## config.mk

```make
export PLATFORM = sky130hd
export DESIGN_NAME = sparc_ifu_ibuf_flat
export DESIGN_NICKNAME = d
export VERILOG_FILES = /design/src/rtl/sparc_ifu_ibuf_pkg.sv /design/src/rtl/sparc_ifu_ibuf_if.sv /design/src/rtl/sparc_ifu_ibuf_fifo.sv /design/src/rtl/sparc_ifu_ibuf.sv /design/src/flat_wrapper.sv
export SDC_FILE = /design/constraint.sdc
export NUM_CORES = 1
export LEC_CHECK = 0
export CORE_MARGIN = 8
export CORE_UTILIZATION = 43
export CTS_BUF_LIST = sky130_fd_sc_hd__clkbuf_8
export DETAILED_ROUTE_END_ITERATION = 8
export SETUP_SLACK_MARGIN = 0.4
export SYNTH_ARGS = -nofsm -noshare
export SYNTH_HDL_FRONTEND = slang
export SYNTH_HIERARCHICAL = 1
export SYNTH_SLANG_ARGS = --single-unit
```

## constraint.sdc

```tcl
create_clock -name rclk -period 3.3 [get_ports rclk]
set_input_delay 0.33 -clock rclk [delete_from_list [all_inputs] [get_ports rclk]]
set_output_delay 0.33 -clock rclk [all_outputs]
set_load 0.02 [all_outputs]
```

## src/rtl/sparc_ifu_ibuf_pkg.sv

```systemverilog
// Shared constants and types for the per-thread instruction buffer.
// Optional IBUF_PARITY_EN build uses even_par() for per-entry parity.
package sparc_ifu_ibuf_pkg;

  localparam int unsigned NTHR_DEF  = 4;
  localparam int unsigned DEPTH_DEF = 2;
  localparam logic [31:0] NOP_INST  = 32'h0100_0000;

  typedef logic [$clog2(NTHR_DEF)-1:0] tid_t;
  typedef logic [$clog2(DEPTH_DEF):0]  ptr_t;

  function automatic logic even_par(input logic [31:0] d);
    return ^d;
  endfunction

endpackage

```

## src/rtl/sparc_ifu_ibuf_if.sv

```systemverilog
// Fetch/decode <-> instruction buffer signal bundle.
// master = fetch/decode control side, slave = the buffer itself.
interface sparc_ifu_ibuf_if
  import sparc_ifu_ibuf_pkg::*;
#(
  parameter int unsigned NTHR = NTHR_DEF
);
  localparam int unsigned TIDW = $clog2(NTHR);

  logic [31:0]     fdp_ibuf_inst_f;
  logic [NTHR-1:0] fdp_ibuf_wr_f;
  logic [NTHR-1:0] ibuf_fdp_rdy_f;
  logic [NTHR-1:0] fcl_ibuf_flush;
  logic            dcl_ibuf_stall_s;
  logic [31:0]     ibuf_dtu_inst_s;
  logic            ibuf_dtu_vld_s;
  logic [TIDW-1:0] ibuf_dtu_tid_s;
  logic [NTHR-1:0] ibuf_fcl_empty;
  logic            ibuf_dtu_perr_s;

  modport master (
    output fdp_ibuf_inst_f, fdp_ibuf_wr_f, fcl_ibuf_flush, dcl_ibuf_stall_s,
    input  ibuf_fdp_rdy_f, ibuf_dtu_inst_s, ibuf_dtu_vld_s, ibuf_dtu_tid_s,
           ibuf_fcl_empty, ibuf_dtu_perr_s
  );

  modport slave (
    input  fdp_ibuf_inst_f, fdp_ibuf_wr_f, fcl_ibuf_flush, dcl_ibuf_stall_s,
    output ibuf_fdp_rdy_f, ibuf_dtu_inst_s, ibuf_dtu_vld_s, ibuf_dtu_tid_s,
           ibuf_fcl_empty, ibuf_dtu_perr_s
  );

endinterface

```

## src/rtl/sparc_ifu_ibuf_fifo.sv

```systemverilog
// One thread's circular instruction FIFO with wrap-bit pointers.
// IBUF_PARITY_EN adds a stored even-parity bit per entry.
module sparc_ifu_ibuf_fifo
  import sparc_ifu_ibuf_pkg::*;
#(
  parameter int unsigned DEPTH = DEPTH_DEF
)
(
  input  logic        clk,
  input  logic        rst_n,
  input  logic        i_wr,
  input  logic [31:0] i_data,
  input  logic        i_flush,
  input  logic        i_pop,
  output logic [31:0] o_head,
  output logic        o_perr,
  output logic        o_full,
  output logic        o_empty
);
  localparam int unsigned AW = $clog2(DEPTH);
  localparam logic [AW:0] PTR_ONE = {{AW{1'b0}}, 1'b1};
  localparam logic [AW:0] PTR_DEPTH = DEPTH[AW:0];

  logic [AW:0] r_wr_ptr;
  logic [AW:0] r_rd_ptr;
  logic [31:0] r_mem [DEPTH];
  logic [AW:0] w_count;
  logic        w_push;

  assign w_count = r_wr_ptr - r_rd_ptr;
  assign o_full  = (w_count == PTR_DEPTH);
  assign o_empty = (w_count == '0);
  // Full is judged on registered state only; a flush in the same cycle discards the write.
  assign w_push  = i_wr & ~o_full & ~i_flush;
  assign o_head  = r_mem[r_rd_ptr[AW-1:0]];

  always_ff @(posedge clk or negedge rst_n) begin
    if (!rst_n) begin
      r_wr_ptr <= '0;
      r_rd_ptr <= '0;
    end else begin
      if (w_push)
        r_wr_ptr <= r_wr_ptr + PTR_ONE;
      if (i_flush)
        r_rd_ptr <= r_wr_ptr;
      else if (i_pop)
        r_rd_ptr <= r_rd_ptr + PTR_ONE;
    end
  end

  always_ff @(posedge clk) begin
    if (w_push)
      r_mem[r_wr_ptr[AW-1:0]] <= i_data;
  end

`ifdef IBUF_PARITY_EN
  logic r_par [DEPTH];

  always_ff @(posedge clk) begin
    if (w_push)
      r_par[r_wr_ptr[AW-1:0]] <= even_par(i_data);
  end

  assign o_perr = even_par(o_head) ^ r_par[r_rd_ptr[AW-1:0]];
`else
  assign o_perr = 1'b0;
`endif

  a_wr_when_full: assert property (@(posedge clk) disable iff (!rst_n)
    !(i_wr && o_full && !i_flush))
    else $warning("ibuf: write dropped, thread buffer full");

endmodule

```

## src/rtl/sparc_ifu_ibuf.sv

```systemverilog
// Per-thread instruction buffer: NTHR FIFOs, round-robin select of the S-stage instruction.
// Build macro IBUF_PARITY_EN enables per-entry parity and ibuf_dtu_perr_s.
module sparc_ifu_ibuf
  import sparc_ifu_ibuf_pkg::*;
#(
  parameter int unsigned NTHR     = NTHR_DEF,
  parameter int unsigned DEPTH    = DEPTH_DEF,
  parameter logic [31:0] NOP_INST = sparc_ifu_ibuf_pkg::NOP_INST
)
(
  input logic              rclk,
  input logic              arst_l,
  sparc_ifu_ibuf_if.slave  bus
);
  localparam int unsigned     TIDW    = $clog2(NTHR);
  localparam logic [NTHR-1:0] THR_ONE = {{(NTHR-1){1'b0}}, 1'b1};

  logic [31:0]     w_head [NTHR];
  logic [NTHR-1:0] w_full;
  logic [NTHR-1:0] w_empty;
  logic [NTHR-1:0] w_perr;
  logic [NTHR-1:0] w_cand;
  logic [NTHR-1:0] w_pop;
  logic            w_vld;
  logic            w_issue;
  logic [TIDW-1:0] w_win;
  logic [TIDW-1:0] w_idx;
  logic [TIDW-1:0] r_rr;

  for (genvar g = 0; g < NTHR; g++) begin : g_thr
    sparc_ifu_ibuf_fifo #(
      .DEPTH (DEPTH)
    ) u_fifo (
      .clk     (rclk),
      .rst_n   (arst_l),
      .i_wr    (bus.fdp_ibuf_wr_f[g]),
      .i_data  (bus.fdp_ibuf_inst_f),
      .i_flush (bus.fcl_ibuf_flush[g]),
      .i_pop   (w_pop[g]),
      .o_head  (w_head[g]),
      .o_perr  (w_perr[g]),
      .o_full  (w_full[g]),
      .o_empty (w_empty[g])
    );
  end

  assign w_cand = ~w_empty & ~bus.fcl_ibuf_flush;

  // Scan starts one past the last issuer; NTHR is a power of 2 so TIDW-bit add wraps.
  always_comb begin
    w_vld = 1'b0;
    w_win = '0;
    w_idx = '0;
    for (int unsigned k = 1; k <= NTHR; k++) begin
      w_idx = r_rr + TIDW'(k);
      if (!w_vld && w_cand[w_idx]) begin
        w_vld = 1'b1;
        w_win = w_idx;
      end
    end
  end

  assign w_issue = w_vld & ~bus.dcl_ibuf_stall_s;
  assign w_pop   = w_issue ? (THR_ONE << w_win) : '0;

  always_ff @(posedge rclk or negedge arst_l) begin
    if (!arst_l)
      r_rr <= '0;
    else if (w_issue)
      r_rr <= w_win;
  end

  assign bus.ibuf_fdp_rdy_f   = ~w_full;
  assign bus.ibuf_fcl_empty   = w_empty;
  assign bus.ibuf_dtu_vld_s   = w_vld;
  assign bus.ibuf_dtu_tid_s   = w_win;
  assign bus.ibuf_dtu_inst_s  = w_vld ? w_head[w_win] : NOP_INST;
  assign bus.ibuf_dtu_perr_s  = w_vld & w_perr[w_win];

endmodule

```

## src/flat_wrapper.sv

```systemverilog
// flat-port wrapper written by rule: the top's interface ports become plain ports
module sparc_ifu_ibuf_flat import sparc_ifu_ibuf_pkg::*;
#(
  parameter int unsigned NTHR     = NTHR_DEF,
  parameter int unsigned DEPTH    = DEPTH_DEF,
  parameter logic [31:0] NOP_INST = sparc_ifu_ibuf_pkg::NOP_INST
)
  (rclk, arst_l, bus_fdp_ibuf_inst_f, bus_fdp_ibuf_wr_f, bus_fcl_ibuf_flush, bus_dcl_ibuf_stall_s, bus_ibuf_fdp_rdy_f, bus_ibuf_dtu_inst_s, bus_ibuf_dtu_vld_s, bus_ibuf_dtu_tid_s, bus_ibuf_fcl_empty, bus_ibuf_dtu_perr_s);
  sparc_ifu_ibuf_if #(.NTHR(NTHR)) bus_i ();
  input logic rclk;
  input logic arst_l;
  input wire logic [$bits(bus_i.fdp_ibuf_inst_f)-1:0] bus_fdp_ibuf_inst_f;
  input wire logic [$bits(bus_i.fdp_ibuf_wr_f)-1:0] bus_fdp_ibuf_wr_f;
  input wire logic [$bits(bus_i.fcl_ibuf_flush)-1:0] bus_fcl_ibuf_flush;
  input wire logic [$bits(bus_i.dcl_ibuf_stall_s)-1:0] bus_dcl_ibuf_stall_s;
  output wire logic [$bits(bus_i.ibuf_fdp_rdy_f)-1:0] bus_ibuf_fdp_rdy_f;
  output wire logic [$bits(bus_i.ibuf_dtu_inst_s)-1:0] bus_ibuf_dtu_inst_s;
  output wire logic [$bits(bus_i.ibuf_dtu_vld_s)-1:0] bus_ibuf_dtu_vld_s;
  output wire logic [$bits(bus_i.ibuf_dtu_tid_s)-1:0] bus_ibuf_dtu_tid_s;
  output wire logic [$bits(bus_i.ibuf_fcl_empty)-1:0] bus_ibuf_fcl_empty;
  output wire logic [$bits(bus_i.ibuf_dtu_perr_s)-1:0] bus_ibuf_dtu_perr_s;
  assign bus_i.fdp_ibuf_inst_f = bus_fdp_ibuf_inst_f;
  assign bus_i.fdp_ibuf_wr_f = bus_fdp_ibuf_wr_f;
  assign bus_i.fcl_ibuf_flush = bus_fcl_ibuf_flush;
  assign bus_i.dcl_ibuf_stall_s = bus_dcl_ibuf_stall_s;
  assign bus_ibuf_fdp_rdy_f = bus_i.ibuf_fdp_rdy_f;
  assign bus_ibuf_dtu_inst_s = bus_i.ibuf_dtu_inst_s;
  assign bus_ibuf_dtu_vld_s = bus_i.ibuf_dtu_vld_s;
  assign bus_ibuf_dtu_tid_s = bus_i.ibuf_dtu_tid_s;
  assign bus_ibuf_fcl_empty = bus_i.ibuf_fcl_empty;
  assign bus_ibuf_dtu_perr_s = bus_i.ibuf_dtu_perr_s;
  sparc_ifu_ibuf #(.NTHR(NTHR), .DEPTH(DEPTH), .NOP_INST(NOP_INST)) u_core (.rclk(rclk), .arst_l(arst_l), .bus(bus_i));
endmodule
```

# Word level (Yosys, flattened, before mapping)
# Memories as Yosys holds them, arrays and structs flattened.
# Cells that the tools add are included.
# W data, S select, Z words.
[totals]
register_bits = 18
mem_bits_rw = 256
output_inout_bits = 44
n_memories = 4
[mem_list]
columns = ["name", "depth", "word_bits", "read_ports", "rd_ports_with_merged_regs", "wr", "line", "source"]
rows = [
  ["u_core.g_thr[0].u_fifo.r_mem", 2, 32, 1, 0, 1, "sparc_ifu_ibuf_fifo.sv:26", "logic [31:0] r_mem [DEPTH];"],
  ["u_core.g_thr[1].u_fifo.r_mem", 2, 32, 1, 0, 1, "sparc_ifu_ibuf_fifo.sv:26", ""],
  ["u_core.g_thr[2].u_fifo.r_mem", 2, 32, 1, 0, 1, "sparc_ifu_ibuf_fifo.sv:26", ""],
  ["u_core.g_thr[3].u_fifo.r_mem", 2, 32, 1, 0, 1, "sparc_ifu_ibuf_fifo.sv:26", ""],
]
[classes]
add_sub_neg = 15
order_cmp = 6
eq_ne = 4
n_shift = 1
n_mux = 39
bitwise = 24
reduce_logical = 14
[op_table]
columns = ["op", "count"]
rows = [
  ["$mux W32", 3],
  ["$bmux W32 S2", 1],
  ["$mux W2", 12],
  ["$add A2 B1 Y2 const B", 9],
  ["$mux W1", 17],
  ["$lt A2 B3 Y1 const B", 5],
  ["$not A4 Y4", 3],
  ["$and A1 B1 Y1", 10],
  ["$bmux W1 S2", 5],
  ["$not A1 Y1", 9],
  ["$eq A2 B2 Y1 const B", 4],
  ["$logic_not A2 Y1", 4],
  ["$reduce_bool A2 Y1", 4],
  ["$sub A2 B2 Y2", 4],
  ["$add A2 B2 Y2 const B", 2],
  ["$and A4 B4 Y4", 1],
  ["$mux W4", 1],
  ["$shl A1 B2 Y4 const A", 1],
  ["$ge A3 B3 Y1 const B", 1],
  ["$logic_and A1 B1 Y1", 3],
  ["$logic_not A1 Y1", 3],
  ["$not A2 Y3", 1],
]

# Logic depth before layout (Yosys ltp)
# Gate-level depths: netlist of the first run.
[depth]
word_depth = 21
mapped_depth = 14
mapped_depth_nobuf = 11

# Hierarchy
# Netlist of the first run, hierarchy kept.
[modules_own_cells]
columns = ["mod", "n_inst", "cells_per_inst", "area_each_um2"]
rows = [
  ["sparc_ifu_ibuf_fifo", 4, 129, 2571.2],
  ["sparc_ifu_ibuf", 1, 157, 1263.7],
]

# Least setup slack after synthesis of the first run
# OpenSTA, ideal clock, no wires.
[synth_timing]
kind = "register -> register"
startpoint = "register u_core.g_thr[0].u_fifo.r_wr_ptr[1]"
endpoint = "memory u_core.g_thr[0].u_fifo.r_mem[0][0], enable pin"
t_arrival_ps = 2989
required_time_ps = 2839
setup_slack_ps = -151
path_stages_with_launch = 4
path_buffers = 0
path_cell_list = "dfrtp_1 -> xnor2_1 -> nor2_1 -> nor3_1"
[synth_between]
elab_chain_cells = 7
[synth_lines]
columns = ["element", "line", "source"]
rows = [
  ["start, declared", "sparc_ifu_ibuf_fifo.sv:24", "logic [AW:0] r_wr_ptr;"],
  ["start signal, assigned", "sparc_ifu_ibuf_fifo.sv:43", "r_wr_ptr <= r_wr_ptr + PTR_ONE;"],
  ["$sub A2 B2 Y2", "sparc_ifu_ibuf_fifo.sv:30", "assign w_count = r_wr_ptr - r_rd_ptr;"],
  ["$eq A2 B2 Y1", "sparc_ifu_ibuf_fifo.sv:31", "assign o_full = (w_count == PTR_DEPTH);"],
  ["$not A1 Y1", "sparc_ifu_ibuf_fifo.sv:34", "assign w_push = i_wr & ~o_full & ~i_flush;"],
  ["$and A1 B1 Y1 (2 in series)", "sparc_ifu_ibuf_fifo.sv:34", ""],
  ["$mux W1", "sparc_ifu_ibuf_fifo.sv:52", "if (w_push)"],
  ["$mux W1 (not written as such)", "sparc_ifu_ibuf_fifo.sv:53", "r_mem[r_wr_ptr[AW-1:0]] <= i_data;"],
  ["end, declared", "sparc_ifu_ibuf_fifo.sv:26", ""],
]
# Every way passes these cells.

# Final worst setup path of the first run
[layout_timing]
startpoint = "register u_core.g_thr[1].u_fifo.r_wr_ptr[0]"
endpoint = "output port bus_ibuf_dtu_inst_s[0]"
[layout_between]
elab_chain_cells = 21
[layout_lines]
columns = ["element", "line", "source"]
rows = [
  ["start, declared", "sparc_ifu_ibuf_fifo.sv:24", ""],
  ["start signal, assigned", "sparc_ifu_ibuf_fifo.sv:43", ""],
  ["$sub A2 B2 Y2 *", "sparc_ifu_ibuf_fifo.sv:30", ""],
  ["$logic_not A2 Y1 *", "sparc_ifu_ibuf_fifo.sv:32", "assign o_empty = (w_count == '0);"],
  ["$not A4 Y4 *", "sparc_ifu_ibuf.sv:47", "assign w_cand = ~w_empty & ~bus.fcl_ibuf_flush;"],
  ["$and A4 B4 Y4 *", "sparc_ifu_ibuf.sv:47", ""],
  ["$bmux W1 S2", "sparc_ifu_ibuf.sv:56", "if (!w_vld && w_cand[w_idx]) begin"],
  ["$mux W1 (not written as such)", "sparc_ifu_ibuf.sv:56", ""],
  ["$mux W1", "sparc_ifu_ibuf.sv:56", ""],
  ["$logic_not A1 Y1", "sparc_ifu_ibuf.sv:56", ""],
  ["(+4 left out)", "--", ""],
  ["$mux W1", "sparc_ifu_ibuf.sv:56", ""],
  ["$logic_not A1 Y1", "sparc_ifu_ibuf.sv:56", ""],
  ["$logic_and A1 B1 Y1", "sparc_ifu_ibuf.sv:56", ""],
  ["$mux W2", "sparc_ifu_ibuf.sv:56", ""],
  ["$not A2 Y3 (not written as such)", "sparc_ifu_ibuf.sv:77", "assign bus.ibuf_dtu_inst_s = w_vld ? w_head[w_win] : NOP_INST;"],
  ["$bmux W32 S2", "sparc_ifu_ibuf.sv:77", ""],
  ["$mux W32 (not written as such) (2 in series)", "sparc_ifu_ibuf.sv:77", ""],
  ["$mux W32 *", "sparc_ifu_ibuf.sv:77", ""],
  ["end, declared", "flat_wrapper.sv:17", "output wire logic [$bits(bus_i.ibuf_dtu_inst_s)-1:0] bus_ibuf_dtu_inst_s;"],
]
# Every way passes the cells marked *; elsewhere a longest branch is shown, timed or not. The select of a mux whose other input is x is not followed.

==> metrics.cfg, run 1 <==
[worst_setup_path]
critical_path_class = reg2out
critical-path-max-stage-delay_ns = 0.46
cp_max_fo = 6
r2r_slack_ns = 0.51
crit_path_end_kind = output pin
crit_chain = xor2_2, nor2_2, or2_4, a211oi_2, or3_4, buf_12, clkbuf_16, mux2i_4, o22ai_4, buf_6
r2r_cells = 11
reg2reg_from = u_core/g_thr[3].u_fifo/r_rd_ptr[1]
cpMaxStageDelayCell = or3_4
critical_path_buf_inv_count = 3
critPathTopFamily = simple AND/OR/NAND/NOR gates
start_kind = flop
cp.arrival_ns = 2.88
required_ns = 2.97
r2r-end = u_core/g_thr[2].u_fifo/r_rd_ptr[1]

[routing]
firstDrtPassIters = 4
num_vias = 6488
drc = 0
drt-vias-per-instance = 5.22
first_iter_violations = 396
wl_per_cell_um = 22.0
antenna_left = 0
wl_mm = 27.4

[min_path]
hold_path.class = in2async

[logic_synthesis]
synth_seq_cells = 274
synth_top_cell_area_share_pct = 66.6
synth_cell_types = 36
syn_area_um2 = 11500
async_flop_share_pct = 6.57
synth_edf_count = 256
avgSynthCellArea_um2 = 17.2
synth_nets = 716
synth_flop_cell = edfxtp_1
synth_area_leaders = edfxtp_1 (67%), mux2_2 (13%), mux2i_1 (5.6%), dfrtp_1 (3.9%), o22ai_1 (1.8%)
synth_most_common_cell = edfxtp_1
synth_common_cells = edfxtp_1 (256), mux2_2 (129), mux2i_1 (65)
synth_seq_area_share_pct = 70.5
yosys.area.top_type = edfxtp_1
yosys_warnings = 6
postSynthCellCount = 673

[placed_design]
io_buffers = 85
dp_slack_ns = 0.00637
gp_congestion = 0.814
post-dp-hpwl_mm = 14.8

[floorplanning]
initial_core_util_pct = 43.3
io_pins = 87
fp.dieArea_um2 = 32400
rows = 60
core_area_um2 = 26700
die_h_um = 180
fp.dieW_um = 180

[layout]
fill_cells = 2081
drive_gt1_share_pct = 44.3
layout.nets = 907
area_growth_pct = 28.4
multiInputGateArea_um2 = 3590
regArea_um2 = 8150

[sta]
worst_pin_slew_ns = 0.905
min_period_ns = 3.21
finalSetupTns_ns = 0
hold-worst-slack_ns = 0.294
hold_violations = 0
maxSlewViolCount = 0
max-slew-margin-rel_pct = 39.5
fin_ws_ns = 0.0909
fin_crit_sh_pct = 97.2
rsz0062_at_grt = true
finalSetupViolCount = 0
clock-skew-final_ns = 0.0185
fmax_mhz = 312

[clock_network]
cts_sinks = 274
clk_latency_ns = 0.55
htreeDepth = 2
clkTransAtPathRegs_ns = 0.06
cts.path.max_buffers = 3
cts_tree = yes
cts_made_buffers = 47
cts-root-buf = clkbuf_8

[global_route]
grt_pass1_wl_mm = 40.5
grtUsageTotal_pct = 16.1
antenna_found_initial = 1
grt-ovfl-total = 0
grt_max_degree = 38
grt_pass1_vias = 6967

[pwr]
ir_worst_vdd_mv = 0.573
leakage_uw = 0.00528
power_density_nw_per_um2 = 1190

[run_status]
status = completed

[flow_run]
drv_cap = 0

-- state kept, by name, summed over array words and instances, names as in the netlist --
signal,cells
u_core/g_thr.u_fifo/r_wr_ptr,8
u_core/g_thr.u_fifo/r_mem,256
u_core/r_rr,2
u_core/g_thr.u_fifo/r_rd_ptr,8
-- cells by family after synthesis --
group	share of synthesized area [%]
AO/OA/AOI/OAI	3.36
XOR/XNOR	1.52
buffers and inverters	2.82
flip-flops	70.5
multiplexers	18.6
other	0.130
AND/OR/NAND/NOR	3.11
-- routing by layer --
layer | part of all wire, % | up-vias | GRT usage [%]
met5 | 0.047 | - | 0
met4 | 1.9 | 2 | 5.20
met3 | 4.9 | 41 | 3.63
met2 | 49 | 169 | 26.8
met1 | 44 | 3297 | 20.6
li1 | - | 2979 | -
-- area by class of cell --
| cell class | instances | share of cell area, % |
|---|---|---|
| flip-flops and latches | 274 | 54.9 |
| multi-input cells | 356 | 24.2 |
| repair buffers | 178 | 12.2 |
| clock buffers | 48 | 4.45 |
| well taps | 341 | 2.88 |
| clock inverters | 39 | 1.07 |
| inverters | 7 | 0.261 |
| diodes | 1 | 0.0169 |
-- report_power, final --
group / internal (µW) / switching, µW
combinational: 5200 / 5100
clock: 1350 / 1290
sequential: 4430 / 207
total: 11000 / 6600
-- layout by cell type, fill, tap and decap left out, types with 5 or more instances in the layout --
| cell | instances |
|---|---|
| xor2_2 | 8 |
| o22ai_1 | 19 |
| o21ai_0 | 10 |
| o22ai_2 | 11 |
| mux2i_4 | 8 |
| edfxtp_1 | 256 |
| dfrtp_1 | 10 |
| buf_12 | 12 |
| inv_1 | 20 |
| clkbuf_8 | 48 |
| nor2_1 | 8 |
| buf_4 | 89 |
| xnor2_1 | 8 |
| clkdlybuf4s50_1 | 50 |
| dfrtp_2 | 8 |
| clkinv_1 | 19 |
| mux2i_1 | 46 |
| mux2_2 | 129 |
| nor2_2 | 5 |
| buf_6 | 18 |
| mux2i_2 | 11 |
| nand2_1 | 25 |
-- worst register-to-register path: stages, from the launching register on --
cell,delay (ns)
dfrtp_2,0.42
xor2_2,0.23
nor2_4,0.07
or2_2,0.32
nand3_1,0.11
o21ai_2,0.06
or3_4,0.46
clkbuf_16,0.24
nor3_1,0.35
nand2_1,0.11
xor2_1,0.17
o21ai_0,0.17
-- worst max-delay path by stage --
| stage | startpoint | endpoint | slack (ns) | depth (start not counted) |
|---|---|---|---|---|
| CTS | u_core/g_thr[2].u_fifo/r_rd_ptr[0] | bus_ibuf_dtu_inst_s[27] | 0.08 | 11 |
| floorplan | u_core/g_thr[1].u_fifo/r_rd_ptr[0] | bus_ibuf_dtu_inst_s[10] | 0.41 | 11 |
| finish | u_core/g_thr[1].u_fifo/r_wr_ptr[0] | bus_ibuf_dtu_inst_s[0] | 0.09 | 10 |
| global placement | bus_fcl_ibuf_flush[1] | bus_ibuf_dtu_inst_s[16] | 0.05 | 8 |
| detailed placement | bus_fcl_ibuf_flush[1] | bus_ibuf_dtu_inst_s[16] | 0.006 | 8 |
| global route | u_core/g_thr[1].u_fifo/r_wr_ptr[0] | bus_ibuf_dtu_inst_s[6] | -0.04 | 10 |
-- metrics by stage --
step	std cells	utilization [%]	instance area [µm²]	total power [µW]
after detailed placement	1106	49.0	13100	12700
after CTS	1227	54.1	14400	16600
after floorplan	673	-	11600	9450
final	1244	55.7	14800	17600
after global routing	1243	55.6	14800	18500
after global placement	1106	49.0	13100	12500
-- timing repair --
item,4_1_cts,5_1_grt
resized for setup,225,57
hold endpoints to repair,0,0
buffers inserted,31,13
endpoints found under the setup margin,38,38
gates cloned,3,3
hold buffers,0,0
pin swaps,17,18
Note: power is estimated with default switching activity, not from simulation.
==> run 2: changes to the inputs <==
CORE_MARGIN = 10   (was 8)
==> run 2 against run 1 <==
Effect of this change:
- first-iteration DRC count is 0.25% higher
- sequential share of layout area fell by 0.29 points
- sequential power is essentially flat
- largest power group unchanged
- worst setup slack got worse by 0.079 ns
- highest routed layer unchanged
- largest cell class unchanged
- critical endpoint is now bus_ibuf_dtu_inst_s[6]
==> metrics.cfg, run 2 (synthesis results as in run 1) <==
[run_status]
status = completed  ; unchanged

[clock_network]
cts-root-buf = clkbuf_8  ; unchanged
cts.path.max_buffers = 3  ; unchanged
clk_latency_ns = 0.55  ; about the same
cts-hold-fix-buffers = 0  ; unchanged
cts_made_buffers = 45  ; was 47
htreeDepth = 2  ; unchanged
clkTransAtPathRegs_ns = 0.06  ; about the same
cts_sinks = 274  ; unchanged
cts_tree = yes  ; unchanged

[floorplanning]
io_pins = 87  ; unchanged
core_area_um2 = 26300  ; was 26700 µm²
fp.dieW_um = 184  ; was 180 µm
die_h_um = 184  ; was 180 µm
fp.dieArea_um2 = 33800  ; was 32400 µm²
rows = 59  ; was 60
initial_core_util_pct = 43.9  ; was 43.3%

[pwr]
total_power_uw = 18100  ; was 17600 µW
ir_worst_vdd_mv = 0.714  ; was 0.573 mV
leakage_uw = 0.00529  ; was 0.00528 µW
power_density_nw_per_um2 = 1210  ; was 1190 nW/µm²

[worst_setup_path]
critical-path-max-stage-delay_ns = 0.42  ; was 0.46 ns
cp_max_fo = 8  ; was 6
critical_path_class = reg2out  ; unchanged
crit_path_end_kind = output pin  ; unchanged
cp.arrival_ns = 2.96  ; was 2.88 ns
required_ns = 2.97  ; about the same
crit_path_frequent_cell = buf_12
start_kind = flop  ; unchanged
crit_chain = xor2_2, nor2_2, or3b_4, a21oi_2, or3_4, buf_12, buf_16, buf_12, mux2i_2, o22ai_1, buf_4  ; was xor2_2, nor2_2, or2_4, a211oi_2, or3_4, buf_12, clkbuf_16, mux2i_4, o22ai_4, buf_6
cpMaxStageDelayCell = dfrtp_2  ; was or3_4

[sta]
fin_crit_sh_pct = 99.6  ; was 97.2%
rsz0062_at_grt = true  ; unchanged
clock-skew-final_ns = 0.0228  ; was 0.0185 ns
finalSetupViolCount = 0  ; unchanged
finalSetupTns_ns = 0  ; unchanged
hold-worst-slack_ns = 0.294  ; about the same
worst_pin_slew_ns = 0.879  ; was 0.905 ns
min_period_ns = 3.29  ; was 3.21 ns
maxSlewViolCount = 0  ; unchanged
hold_violations = 0  ; unchanged
max-slew-margin-rel_pct = 41.2  ; was 39.5%
fmax_mhz = 304  ; was 312 MHz

[global_route]
grt_pass1_wl_mm = 40.8  ; was 40.5 mm
grtUsageTotal_pct = 15.9  ; was 16.1%
grt_pass1_vias = 6822  ; was 6967
grt-ovfl-total = 0  ; unchanged
antenna_found_initial = 2  ; was 1
grt_max_degree = 38  ; unchanged

[routing]
num_vias = 6592  ; was 6488
firstDrtPassIters = 4  ; unchanged
first_iter_violations = 397  ; was 396
wl_mm = 27.9  ; was 27.4 mm
wl_per_cell_um = 22.7  ; was 22.0 µm
antenna_left = 0  ; unchanged
drc = 0  ; unchanged
drt-vias-per-instance = 5.37  ; was 5.22

[layout]
drive_gt1_share_pct = 44.6  ; was 44.3%
largest_register_ffs = 256  ; unchanged
layout.nets = 904  ; was 907
final_common_cell = edfxtp_1  ; unchanged
fin_area_um2 = 14900  ; was 14800 µm²
area_growth_pct = 29.1  ; was 28.4%
fill_cells = 2040  ; was 2081
most-common-layout-cells = edfxtp_1 (256), mux2_2 (129), buf_4 (85), clkdlybuf4s50_1 (51), clkbuf_8 (46)  ; was edfxtp_1 (256), mux2_2 (129), buf_4 (89), clkdlybuf4s50_1 (50), clkbuf_8 (48)
final_cells = 1228  ; was 1244

[placed_design]
dpl.cell_count = 1098  ; was 1106
io_buffers = 85  ; unchanged
gp_congestion = 0.790  ; was 0.814
post-dp-hpwl_mm = 14.3  ; was 14.8 mm
place_area_um2 = 13000  ; was 13100 µm²

[min_path]
hold_path.class = in2async  ; unchanged

[flow_run]
drv_cap = 0  ; unchanged

[run 2: per-stage QoR]
step	util [%]	setup slack (ns)
floorplan	-	0.414
global placement	49.6	0.0474
detailed placement	49.6	-0.00927
CTS	55.0	0.00531
global route	56.7	-0.108
finish	56.7	0.0121
[run 2: repair_timing]
| item | 4_1_cts | 5_1_grt |
|---|---|---|
| gates resized for setup | 225 | 48 |
| buffers inserted | 25 | 18 |
| endpoints found under the setup margin | 35 | 35 |
| cloned | 5 | 3 |
| pin swaps | 25 | 25 |
[run 2: final cells by class]
type | instances | area (µm²) | share of cell area, %
sequential | 274 | 8150 | 54.6
multi-input combinational | 356 | 3570 | 24.0
timing repair buffer | 177 | 1870 | 12.5
clock buffer | 46 | 633 | 4.25
tap | 335 | 419 | 2.81
clock inverter | 32 | 233 | 1.56
inverter | 7 | 30.0 | 0.201
antenna | 1 | 2.50 | 0.0168
[run 2: worst paths after layout]
kind                            cells after the start                               start  slack [ns]                            endpoint
max in group asynchronous                           1                              arst_l        2.40  u_core/g_thr[1].u_fifo/r_rd_ptr[0]
worst max-delay path                               11  u_core/g_thr[3].u_fifo/r_wr_ptr[1]        0.01              bus_ibuf_dtu_inst_s[6]
min in group rclk                                   1              bus_fdp_ibuf_inst_f[5]        0.51  u_core/g_thr[0].u_fifo/r_mem[0][5]
worst max register to register                     15  u_core/g_thr[3].u_fifo/r_wr_ptr[1]        0.26  u_core/g_thr[3].u_fifo/r_rd_ptr[1]
worst min register to register                      2                      u_core/r_rr[0]        0.64                      u_core/r_rr[0]
worst min-delay path                                1                              arst_l        0.29  u_core/g_thr[3].u_fifo/r_wr_ptr[0]
[run 2: worst max-delay path: cells and delay by family (launching register included)]
kind | cells | cell delay (ns)
AO/OA/AOI/OAI | 2 | 0.27
AND/OR/NAND/NOR | 3 | 0.72
multiplexers | 1 | 0.22
buffers and inverters | 4 | 0.54
XOR/XNOR | 1 | 0.22
flip-flops | 1 | 0.42
[run 2: metal layers]
layer	wire length, µm	global-route usage, %	vias to the layer above
met2	13200	26.0	217
met4	766	5.31	2
li1	-	-	2971
met3	1620	3.93	64
met5	13	0	-
met1	12300	20.3	3338
[run 2: power by group]
part | internal [µW] | switching, µW
Sequential | 4420 | 199
Combinational | 5350 | 5250
Clock | 1600 | 1270
Total | 11400 | 6720
